--- config.mk ---
export PLATFORM = sky130hd
export DESIGN_NAME = slp_train_ctrl_flat
export DESIGN_NICKNAME = d
export VERILOG_FILES = /design/src/rtl/slp_ctrl_pkg.sv /design/src/rtl/slp_train_ctrl_if.sv /design/src/rtl/slp_sample_ram.sv /design/src/rtl/slp_train_ctrl.sv /design/src/flat_wrapper.sv
export SDC_FILE = /design/constraint.sdc
export NUM_CORES = 1
export LEC_CHECK = 0
export BUFFER_PORTS_ARGS = -buffer_cell sky130_fd_sc_hd__buf_2
export CAP_MARGIN = 20
export CORE_MARGIN = 2
export CORE_UTILIZATION = 50
export CTS_CLUSTER_DIAMETER = 120
export CTS_CLUSTER_SIZE = 24
export DETAILED_ROUTE_END_ITERATION = 16
export PLACE_DENSITY_LB_ADDON = 0.12
export SLEW_MARGIN = 40
export SYNTH_ARGS = -nofsm -noshare
export SYNTH_HDL_FRONTEND = slang
export SYNTH_SLANG_ARGS = --single-unit
--- constraint.sdc ---
create_clock -name clk -period 5.1 [get_ports clk]
set_input_delay 1.02 -clock clk [delete_from_list [all_inputs] [get_ports clk]]
set_output_delay 1.02 -clock clk [all_outputs]
set_load 0.005 [all_outputs]
--- src/rtl/slp_ctrl_pkg.sv ---
// Shared definitions for the perceptron training sequencer.
//   - Table/datapath widths for the sequencer, its interface and its sample RAM.
//   - ctrl_state_t : sequencer FSM states.
//   - sample_t     : one table entry {input vector, expected output}.
//   - last_index() : turns a requested samples-per-epoch count into the
//                    index of the last sample, after range correction.
package slp_ctrl_pkg;

  localparam int IN          = 4;   // perceptron inputs
  localparam int I_PREC      = 4;   // bits per input element
  localparam int O_PREC      = 5;   // bits of slp output / target
  localparam int R_PREC      = 4;   // learning-rate bits
  localparam int DEPTH       = 16;  // sample table entries (power of two)
  localparam int EPOCH_W     = 8;   // epoch counter bits
  localparam int SLP_OUT_LAT = 0;   // default slp inference latency

  localparam int ADDR_W = $clog2(DEPTH);
  localparam int CNT_W  = ADDR_W + 1;  // holds 0..DEPTH
  localparam int VEC_W  = IN * I_PREC;

  typedef enum logic [2:0] {
    ST_IDLE      = 3'd0,
    ST_PRESENT   = 3'd1,
    ST_CHECK     = 3'd2,
    ST_TRAIN     = 3'd3,
    ST_EPOCH_END = 3'd4,
    ST_DONE      = 3'd5
  } ctrl_state_t;

  typedef struct packed {
    logic [VEC_W-1:0]  in;
    logic [O_PREC-1:0] target;
  } sample_t;

  // A request of 0 samples still runs one; anything past the table size
  // runs the whole table.
  function automatic logic [ADDR_W-1:0] last_index(input logic [CNT_W-1:0] n);
    if (n == '0)             return '0;
    if (n > CNT_W'(DEPTH))   return ADDR_W'(DEPTH - 1);
    return ADDR_W'(n - CNT_W'(1));
  endfunction

endpackage

--- src/rtl/slp_train_ctrl_if.sv ---
// Host and perceptron-side signal bundle of the training sequencer.
//   master : the sequencer (drives slp_* bus and status, reads config/table).
//   slave  : the environment (host + slp; drives config/table and slp_out).
interface slp_train_ctrl_if;
  import slp_ctrl_pkg::*;

  // sample table write port
  logic                wr_en;
  logic [ADDR_W-1:0]   wr_addr;
  logic [VEC_W-1:0]    wr_in;
  logic [O_PREC-1:0]   wr_target;
  // run configuration and control
  logic [CNT_W-1:0]    n_samples;
  logic [EPOCH_W-1:0]  max_epoch;
  logic [R_PREC-1:0]   rate_cfg;
  logic                start;
  logic                abort;
  // perceptron bus
  logic [VEC_W-1:0]    slp_in;
  logic [O_PREC-1:0]   slp_train;
  logic [R_PREC-1:0]   slp_rate;
  logic                slp_t_en;
  logic [O_PREC-1:0]   slp_out;
  // status
  logic                busy;
  logic                done;
  logic                converged;
  logic [EPOCH_W-1:0]  epoch_cnt;
  logic [CNT_W-1:0]    err_cnt;

  modport master (
    input  wr_en, wr_addr, wr_in, wr_target,
    input  n_samples, max_epoch, rate_cfg, start, abort,
    input  slp_out,
    output slp_in, slp_train, slp_rate, slp_t_en,
    output busy, done, converged, epoch_cnt, err_cnt
  );

  modport slave (
    output wr_en, wr_addr, wr_in, wr_target,
    output n_samples, max_epoch, rate_cfg, start, abort,
    output slp_out,
    input  slp_in, slp_train, slp_rate, slp_t_en,
    input  busy, done, converged, epoch_cnt, err_cnt
  );

endinterface

--- src/rtl/slp_sample_ram.sv ---
// Sample/target table: DEPTH entries of sample_t, one write port,
// asynchronous read.
//   clk     : clock
//   we_i    : write strobe
//   waddr_i : write address
//   wdata_i : entry to write
//   raddr_i : read address
//   rdata_o : entry at raddr_i (combinational)
module slp_sample_ram
  import slp_ctrl_pkg::*;
(
  input  logic              clk,
  input  logic              we_i,
  input  logic [ADDR_W-1:0] waddr_i,
  input  sample_t           wdata_i,
  input  logic [ADDR_W-1:0] raddr_i,
  output sample_t           rdata_o
);

  // NOTE: storage arrays get no reset; contents are only meaningful after
  // the host writes them, and a reset port would prevent RAM inference.
  sample_t mem_q [DEPTH];

  always_ff @(posedge clk) begin
    if (we_i) mem_q[waddr_i] <= wdata_i;
  end

  assign rdata_o = mem_q[raddr_i];

endmodule

--- src/rtl/slp_train_ctrl.sv ---
// Training sequencer for the single-layer perceptron. Replays the sample
// table epoch by epoch: per sample it presents the input/target, compares
// slp_out with the target, and strobes slp_t_en for one cycle on mismatch.
// Stops on a zero-error epoch, at the epoch limit, or on abort.
//   clk   : clock
//   reset : synchronous, active high
//   bus   : slp_train_ctrl_if.master (table write, config, slp bus, status)
module slp_train_ctrl
  import slp_ctrl_pkg::*;
#(
  parameter int OUT_LAT = SLP_OUT_LAT
) (
  input  logic             clk,
  input  logic             reset,
  slp_train_ctrl_if.master bus
);

  localparam int LAT_W    = 8;
  localparam int LAT_LAST = (OUT_LAT > 0) ? OUT_LAT - 1 : 0;
  // With a combinational slp the settle state is skipped entirely.
  localparam ctrl_state_t SAMPLE_ENTRY = (OUT_LAT == 0) ? ST_CHECK : ST_PRESENT;

  ctrl_state_t         state_q, state_d;
  logic [ADDR_W-1:0]   idx_q, idx_d;
  logic [ADDR_W-1:0]   last_q, last_d;
  logic [EPOCH_W-1:0]  max_ep_q, max_ep_d;
  logic [EPOCH_W-1:0]  epoch_q, epoch_d;
  logic [R_PREC-1:0]   rate_q, rate_d;
  logic [CNT_W-1:0]    run_q, run_d;
  logic [CNT_W-1:0]    err_q, err_d;
  logic                conv_q, conv_d;
  logic                mis_q, mis_d;
  logic [LAT_W-1:0]    lat_q, lat_d;

  sample_t wr_sample, cur;
  logic    table_we;
  logic    sample_active;

  // Table is frozen while a run is in progress.
  assign table_we  = bus.wr_en && (state_q == ST_IDLE);
  assign wr_sample = '{in: bus.wr_in, target: bus.wr_target};

  slp_sample_ram u_ram (
    .clk     (clk),
    .we_i    (table_we),
    .waddr_i (bus.wr_addr),
    .wdata_i (wr_sample),
    .raddr_i (idx_q),
    .rdata_o (cur)
  );

  always_comb begin
    // NOTE: every next-state variable takes its hold value first so no path
    // through the case statement can infer a latch.
    state_d  = state_q;
    idx_d    = idx_q;
    last_d   = last_q;
    max_ep_d = max_ep_q;
    epoch_d  = epoch_q;
    rate_d   = rate_q;
    run_d    = run_q;
    err_d    = err_q;
    conv_d   = conv_q;
    mis_d    = mis_q;
    lat_d    = lat_q;

    unique case (state_q)
      ST_IDLE: begin
        if (bus.start && !bus.abort) begin
          last_d   = last_index(bus.n_samples);
          max_ep_d = (bus.max_epoch == '0) ? EPOCH_W'(1) : bus.max_epoch;
          rate_d   = bus.rate_cfg;
          epoch_d  = '0;
          err_d    = '0;
          conv_d   = 1'b0;
          run_d    = '0;
          idx_d    = '0;
          lat_d    = '0;
          state_d  = SAMPLE_ENTRY;
        end
      end

      ST_PRESENT: begin
        if (lat_q == LAT_W'(LAT_LAST)) state_d = ST_CHECK;
        else                           lat_d   = lat_q + LAT_W'(1);
      end

      ST_CHECK: begin
        mis_d = (bus.slp_out != cur.target);
        if (mis_d) run_d = run_q + CNT_W'(1);
        state_d = ST_TRAIN;
      end

      ST_TRAIN: begin
        if (idx_q == last_q) begin
          state_d = ST_EPOCH_END;
        end else begin
          idx_d   = idx_q + ADDR_W'(1);
          lat_d   = '0;
          state_d = SAMPLE_ENTRY;
        end
      end

      ST_EPOCH_END: begin
        err_d   = run_q;
        epoch_d = (epoch_q == '1) ? epoch_q : epoch_q + EPOCH_W'(1);
        run_d   = '0;
        if (run_q == '0) begin
          conv_d  = 1'b1;
          state_d = ST_DONE;
        end else if (epoch_q + EPOCH_W'(1) == max_ep_q) begin
          state_d = ST_DONE;
        end else begin
          idx_d   = '0;
          lat_d   = '0;
          state_d = SAMPLE_ENTRY;
        end
      end

      ST_DONE: state_d = ST_IDLE;

      default: state_d = ST_IDLE;
    endcase

    // Abort pre-empts whatever the busy state was doing: results of the
    // epoch in flight are discarded and the run is reported unconverged.
    if (bus.abort && state_q != ST_IDLE) begin
      err_d   = err_q;
      epoch_d = epoch_q;
      conv_d  = 1'b0;
      state_d = (state_q == ST_DONE) ? ST_IDLE : ST_DONE;
    end
  end

  // NOTE: state registers use non-blocking assignments so every flop samples
  // the pre-edge value of its neighbours, independent of block order.
  always_ff @(posedge clk) begin
    if (reset) begin
      state_q  <= ST_IDLE;
      idx_q    <= '0;
      last_q   <= '0;
      max_ep_q <= '0;
      epoch_q  <= '0;
      rate_q   <= '0;
      run_q    <= '0;
      err_q    <= '0;
      conv_q   <= 1'b0;
      mis_q    <= 1'b0;
      lat_q    <= '0;
    end else begin
      state_q  <= state_d;
      idx_q    <= idx_d;
      last_q   <= last_d;
      max_ep_q <= max_ep_d;
      epoch_q  <= epoch_d;
      rate_q   <= rate_d;
      run_q    <= run_d;
      err_q    <= err_d;
      conv_q   <= conv_d;
      mis_q    <= mis_d;
      lat_q    <= lat_d;
    end
  end

  // The table cannot change during a run and idx only moves on leaving
  // TRAIN, so the presented sample is stable from PRESENT through TRAIN.
  assign sample_active = (state_q == ST_PRESENT) || (state_q == ST_CHECK) ||
                         (state_q == ST_TRAIN);

  assign bus.slp_in    = sample_active ? cur.in     : '0;
  assign bus.slp_train = sample_active ? cur.target : '0;
  assign bus.slp_rate  = rate_q;
  // Abort gates the strobe in the same cycle it is raised.
  assign bus.slp_t_en  = (state_q == ST_TRAIN) && mis_q && !bus.abort;

  assign bus.busy      = (state_q != ST_IDLE);
  assign bus.done      = (state_q == ST_DONE);
  assign bus.converged = conv_q;
  assign bus.epoch_cnt = epoch_q;
  assign bus.err_cnt   = err_q;

endmodule

--- src/flat_wrapper.sv ---
// flat-port wrapper written by rule: the top's interface ports become plain ports
module slp_train_ctrl_flat import slp_ctrl_pkg::*;
#(
  parameter int OUT_LAT = SLP_OUT_LAT
)
  (clk, reset, bus_wr_en, bus_wr_addr, bus_wr_in, bus_wr_target, bus_n_samples, bus_max_epoch, bus_rate_cfg, bus_start, bus_abort, bus_slp_out, bus_slp_in, bus_slp_train, bus_slp_rate, bus_slp_t_en, bus_busy, bus_done, bus_converged, bus_epoch_cnt, bus_err_cnt);
  slp_train_ctrl_if bus_i ();
  input  logic clk;
  input  logic reset;
  input wire logic [$bits(bus_i.wr_en)-1:0] bus_wr_en;
  input wire logic [$bits(bus_i.wr_addr)-1:0] bus_wr_addr;
  input wire logic [$bits(bus_i.wr_in)-1:0] bus_wr_in;
  input wire logic [$bits(bus_i.wr_target)-1:0] bus_wr_target;
  input wire logic [$bits(bus_i.n_samples)-1:0] bus_n_samples;
  input wire logic [$bits(bus_i.max_epoch)-1:0] bus_max_epoch;
  input wire logic [$bits(bus_i.rate_cfg)-1:0] bus_rate_cfg;
  input wire logic [$bits(bus_i.start)-1:0] bus_start;
  input wire logic [$bits(bus_i.abort)-1:0] bus_abort;
  input wire logic [$bits(bus_i.slp_out)-1:0] bus_slp_out;
  output wire logic [$bits(bus_i.slp_in)-1:0] bus_slp_in;
  output wire logic [$bits(bus_i.slp_train)-1:0] bus_slp_train;
  output wire logic [$bits(bus_i.slp_rate)-1:0] bus_slp_rate;
  output wire logic [$bits(bus_i.slp_t_en)-1:0] bus_slp_t_en;
  output wire logic [$bits(bus_i.busy)-1:0] bus_busy;
  output wire logic [$bits(bus_i.done)-1:0] bus_done;
  output wire logic [$bits(bus_i.converged)-1:0] bus_converged;
  output wire logic [$bits(bus_i.epoch_cnt)-1:0] bus_epoch_cnt;
  output wire logic [$bits(bus_i.err_cnt)-1:0] bus_err_cnt;
  assign bus_i.wr_en = bus_wr_en;
  assign bus_i.wr_addr = bus_wr_addr;
  assign bus_i.wr_in = bus_wr_in;
  assign bus_i.wr_target = bus_wr_target;
  assign bus_i.n_samples = bus_n_samples;
  assign bus_i.max_epoch = bus_max_epoch;
  assign bus_i.rate_cfg = bus_rate_cfg;
  assign bus_i.start = bus_start;
  assign bus_i.abort = bus_abort;
  assign bus_i.slp_out = bus_slp_out;
  assign bus_slp_in = bus_i.slp_in;
  assign bus_slp_train = bus_i.slp_train;
  assign bus_slp_rate = bus_i.slp_rate;
  assign bus_slp_t_en = bus_i.slp_t_en;
  assign bus_busy = bus_i.busy;
  assign bus_done = bus_i.done;
  assign bus_converged = bus_i.converged;
  assign bus_epoch_cnt = bus_i.epoch_cnt;
  assign bus_err_cnt = bus_i.err_cnt;
  slp_train_ctrl #(.OUT_LAT(OUT_LAT)) u_core (.clk(clk), .reset(reset), .bus(bus_i));
endmodule
; Word level (Yosys, flattened, before mapping)
; Memory sizes are Yosys's and may differ from the RTL's. A register that Yosys moved wholly into a read port is not among the register bits.
; Cells that the tools add are included.
[op_classes]
n_mux = 46
order_cmp = 1
n_reduce_logical = 27
n_eq_ne = 19
add_sub_neg = 5
n_bitwise = 1
[op_table]
columns = op, count
row1 = 8-bit two-way mux, 7
row2 = 4-bit two-way mux, 10
row3 = 8-bit one-hot mux with 4 select lines, 1
row4 = 3-bit two-way mux, 7
row5 = 8-bit by 1-bit adder with 8-bit output (second input constant), 2
row6 = 8-bit logical NOT, 2
row7 = 16-bit two-way mux, 1
row8 = 8-bit one-hot mux with 2 select lines, 1
row9 = 5-bit two-way mux, 3
row10 = 3-bit one-hot mux with 5 select lines, 1
row11 = 5-bit one-hot mux with 3 select lines, 1
row12 = 2-bit inequality test (second input constant), 6
row13 = 4-bit one-hot mux with 3 select lines, 1
row14 = 1-bit two-way mux, 11
row15 = 5-bit logical NOT, 2
row16 = 5-bit one-hot mux with 2 select lines, 1
row17 = 3-bit AND reduction, 3
row18 = 3-bit nonzero test, 3
row19 = 8-bit equality test, 1
row20 = 8-bit equality test (second input constant), 1
row21 = 3-bit by 2-bit equality test with 1-bit output (second input constant), 2
row22 = 3-bit equality test (second input constant), 2
row23 = 6-bit AND reduction, 1
row24 = 5-bit by 1-bit adder with 5-bit output (second input constant), 1
row25 = other kinds (21), 28
[word_totals]
output_inout_bits = 42
mem_bits_rw = 336
register_bits = 51
input_bits = 52
memories = 1
elab_cells = 111
[memory_table]
columns = memory, words, width, rd, rd_clocked_by_memory_dff, wr, line_no
row1 = u_core.u_ram.mem_q, 16, 21, 1, 1, 1, slp_sample_ram.sv:22  ; sample_t mem_q [DEPTH];

; Longest topological paths before layout
[depth]
word_depth = 9
ltp_mapped = 10
ltp_nobuf = 9

; Hierarchy
; From an unflattened synthesis, not the netlist that was laid out.
[hier_totals]
hier_cells = 901
area_unflattened_um2 = 15798.9
[by_module_without_submodules]
columns = module, n_inst, area_each_um2, seq_area_each_um2, cells_each
row1 = slp_sample_ram, 1, 12857.3, 10089.7, 536
row2 = slp_train_ctrl, 1, 2941.6, 1021.0, 365

; Least setup slack after synthesis
; OpenSTA, ideal clock, no wires.
[synth_timing]
kind = register to output
start = register (tool-made name)
end = output port bus_slp_in[0]
required_time_ps = 4080
path_buffers = 3
setup_slack_ps = 1695
stages_incl_launch_ff = 7
arrival_time_ps = 2385
cell_sequence = dfxtp_1 > buf_2 > clkbuf_1 > buf_2 > mux4_2 > mux4_2 > nor2b_1
[synth_rtl]
columns = element, line_no
row1 = end: declaration, flat_wrapper.sv:20  ; output wire logic [$bits(bus_i.slp_in)-1:0] bus_slp_in;

==> impl_metrics.yaml <==
floorplan:
  die_area_sq_um: 33240
  rows: 65
  dieHeight_um: 182.3
  core_area_sq_um: 31470
  initial_core_util_pct: 50.52
  io_pins: 94
  die_w_um: 182.3
sta:
  tightest_slew_ps: 801.8
  slew_headroom_pct: 46.55
  rsz0062_at_grt: "false"
  fin_skew_ps: 10.10
  min_period_over_period_pct: 78.62
  slew_viol_final: 0
  fin_ws_ps: 1090
  setup_viol: 0
  finalCriticalPeriod_ps: 4010
  fmax_mhz: 249.4
  hold_viol_final: 0
  tns_ps: 0
worst_setup_path:
  worst_path_most_repeated_cell: "mux4_2"
  crit_fanout: 36
  start_kind: "register"
  arrival_ps: 2990
  end_kind: "output port"
  required_ps: 4080
  path_class: "register to output port"
  worstPathCellList: "buf_12 -> mux4_2 -> mux4_2 -> nor2b_1 -> buf_2"
  slowest_stage: "dfxtp_4"
  cp_slowest_stage_delay_ps: 680
route:
  drt_iter0_drc: 718
  vias_per_cell: 5.999
  vias: 8464
  route.top_layer_used: "met5"
  ant_nets: 0
  met3_length_mm: 1.829
  met1_length_mm: 16.34
  routedWlPerCell_um: 24.24
  wirelength_mm: 34.21
  firstDrtPassIters: 5
  drc: 0
  wl_met2_mm: 15.45
global_routing:
  grt_max_degree: 55
  grt_pass1_wl_mm: 51.32
  antenna_found_initial: 3
  track_usage_pct: 20.71
  grt_pass1_vias: 8217
  grt_overflow: 0
placement:
  dp_hpwl_mm: 19.03
  gp_congestion: 0.8306
  portBuffers: 93
  place_ws_ps: 1629
clock_tree:
  cts_hold_buffers: 0
  cts_root_buf: "clkbuf_16"
  clock-sinks: 391
  clock_path_buffers: 3
  post_cts_buffers: 0
  clk_pin_slew_ps: 100
  cts_tree: "built"
  htree_levels: 1
  insertion_delay_ps: 540
  cts.repair.resized: 0
  numCtsBuffers: 20
synth:
  netlist_instances: 900
  syn_area_per_cell_sq_um: 17.67
  ys.flop_type: "edfxtp_1"
  ys_seq_area_share_pct: 70.38
  async_flop_share_pct: 0
  synthesis.area_sq_um: 15900
  synth_edf_count: 336
  yosys_warnings: 0
  netlist-cell-type-count: 70
  synth_nets: 959
  yosys_register_bits: 391
power:
  leakagePower_nw: 5.480
  ir_drop_mv: 0.3597
  p_per_area_nw_per_um2: 360.2
  power_mw: 6.313
layout:
  regArea_sq_um: 11200
  multi_input_area_sq_um: 4502
  fin_nets: 1053
  layout_common_cells: "edfxtp_1 (336), mux4_2 (101), buf_2 (93)"
  fill_cells: 2435
  syn_to_final_growth_pct: 10.23
  layout-drive-gt1-share_pct: 27.48
  layout_commonest_cell: "edfxtp_1"
status:
  status: "finished clean"
job:
  maxCapViolCount: 0
min_path:
  worstHoldPathType: "register to register"
-- worst paths after layout --
check,slack (ps),to,startpoint,cells after the start
hold / removal,460,u_core.bus.slp_rate[2],u_core.bus.slp_rate[2],2
setup reg to reg,1820,u_core.run_q[4],register,8
setup / recovery,1090,bus_slp_in[8],register,5
hold reg to reg,460,u_core.bus.slp_rate[2],u_core.bus.slp_rate[2],2
-- routing by layer --
layer | vias to the layer above | track usage (%)
li1 | 3768 | -
met1 | 4400 | 32.41
met2 | 255 | 31.89
met3 | 35 | 2.754
met4 | 6 | 3.677
met5 | - | 0
-- cells by family after synthesis --
kind of cell	Yosys count	synth area share [%]
adder cells (fa/ha/maj)	8	0.6138
XOR/XNOR	23	1.314
AND/OR/NAND/NOR	198	6.515
multiplexers	116	15.26
buffers and inverters	61	1.645
flip-flops	391	70.38
AO/OA/AOI/OAI	103	4.273
-- registers in the layout, summed over array words and instances, names as in the netlist, named ones only --
register,flops
u_core.bus.slp_rate,4
u_core.bus.epoch_cnt,8
u_core.lat_q,8
u_core.mis_q,1
u_core.u_ram.mem_q,336
u_core.idx_q,4
u_core.last_q,4
u_core.bus.err_cnt,5
u_core.state_q,3
u_core.max_ep_q,8
u_core.bus.converged,1
u_core.run_q,5
-- layout make-up --
class / count / share of cell area [%]
clock inverters: 2 / 0.2070
clock buffers: 34 / 3.155
repair buffers: 116 / 3.784
inverters: 17 / 0.3641
multi-input cells: 448 / 25.69
diodes: 1 / 0.01428
flip-flops and latches: 391 / 63.92
well taps: 402 / 2.870
-- where the power goes --
group	switching, mW	internal [mW]	total (mW)
sequential	0.105	3.57	3.67
clock	0.999	0.764	1.76
combinational	0.539	0.338	0.876
-- stage by stage --
| stage | std cells | util [%] | hold WS [ps] | instance area, sq um |
|---|---|---|---|---|
| 2_1_floorplan | 900 | - | 446.2 | 15900 |
| 3_3_place_gp | 1374 | 53.80 | 438.4 | 16930 |
| 3_5_place_dp | 1374 | 53.81 | 447.8 | 16940 |
| 4_1_cts | 1410 | 55.68 | 461.4 | 17520 |
| 5_1_grt | 1410 | 55.68 | 481.2 | 17520 |
| 6_report | 1411 | 55.69 | 458.4 | 17530 |
-- worst max-delay path: cells and delay by family, from the launching register on --
kind	cells	cell delay (ps)
flops	1	680
mux	2	1010
buf+inv	2	540
simple gates	1	180
-- Yosys cell counts, drive strengths merged (5+ instances only) --
master / number / area [sq um]
nor2b: 24 / 150.1
xor2: 6 / 52.55
mux4: 101 / 2275
nand2b: 5 / 31.28
xnor2: 17 / 156.4
nand4: 5 / 31.28
inv: 16 / 60.05
dfxtp: 55 / 1101
a21oi: 39 / 195.2
nor2: 55 / 214.0
o31ai: 6 / 63.81
ha: 7 / 87.58
edfxtp: 336 / 10090
nand3: 13 / 65.06
o21ai: 26 / 130.1
nand2: 45 / 168.9
mux2i: 14 / 140.1
a22oi: 5 / 37.54
nor3b: 6 / 45.04
buf: 26 / 130.1
nor3: 13 / 70.07
nor4: 5 / 31.28
clkbuf: 18 / 67.56
(Power assumes the default switching activity.)
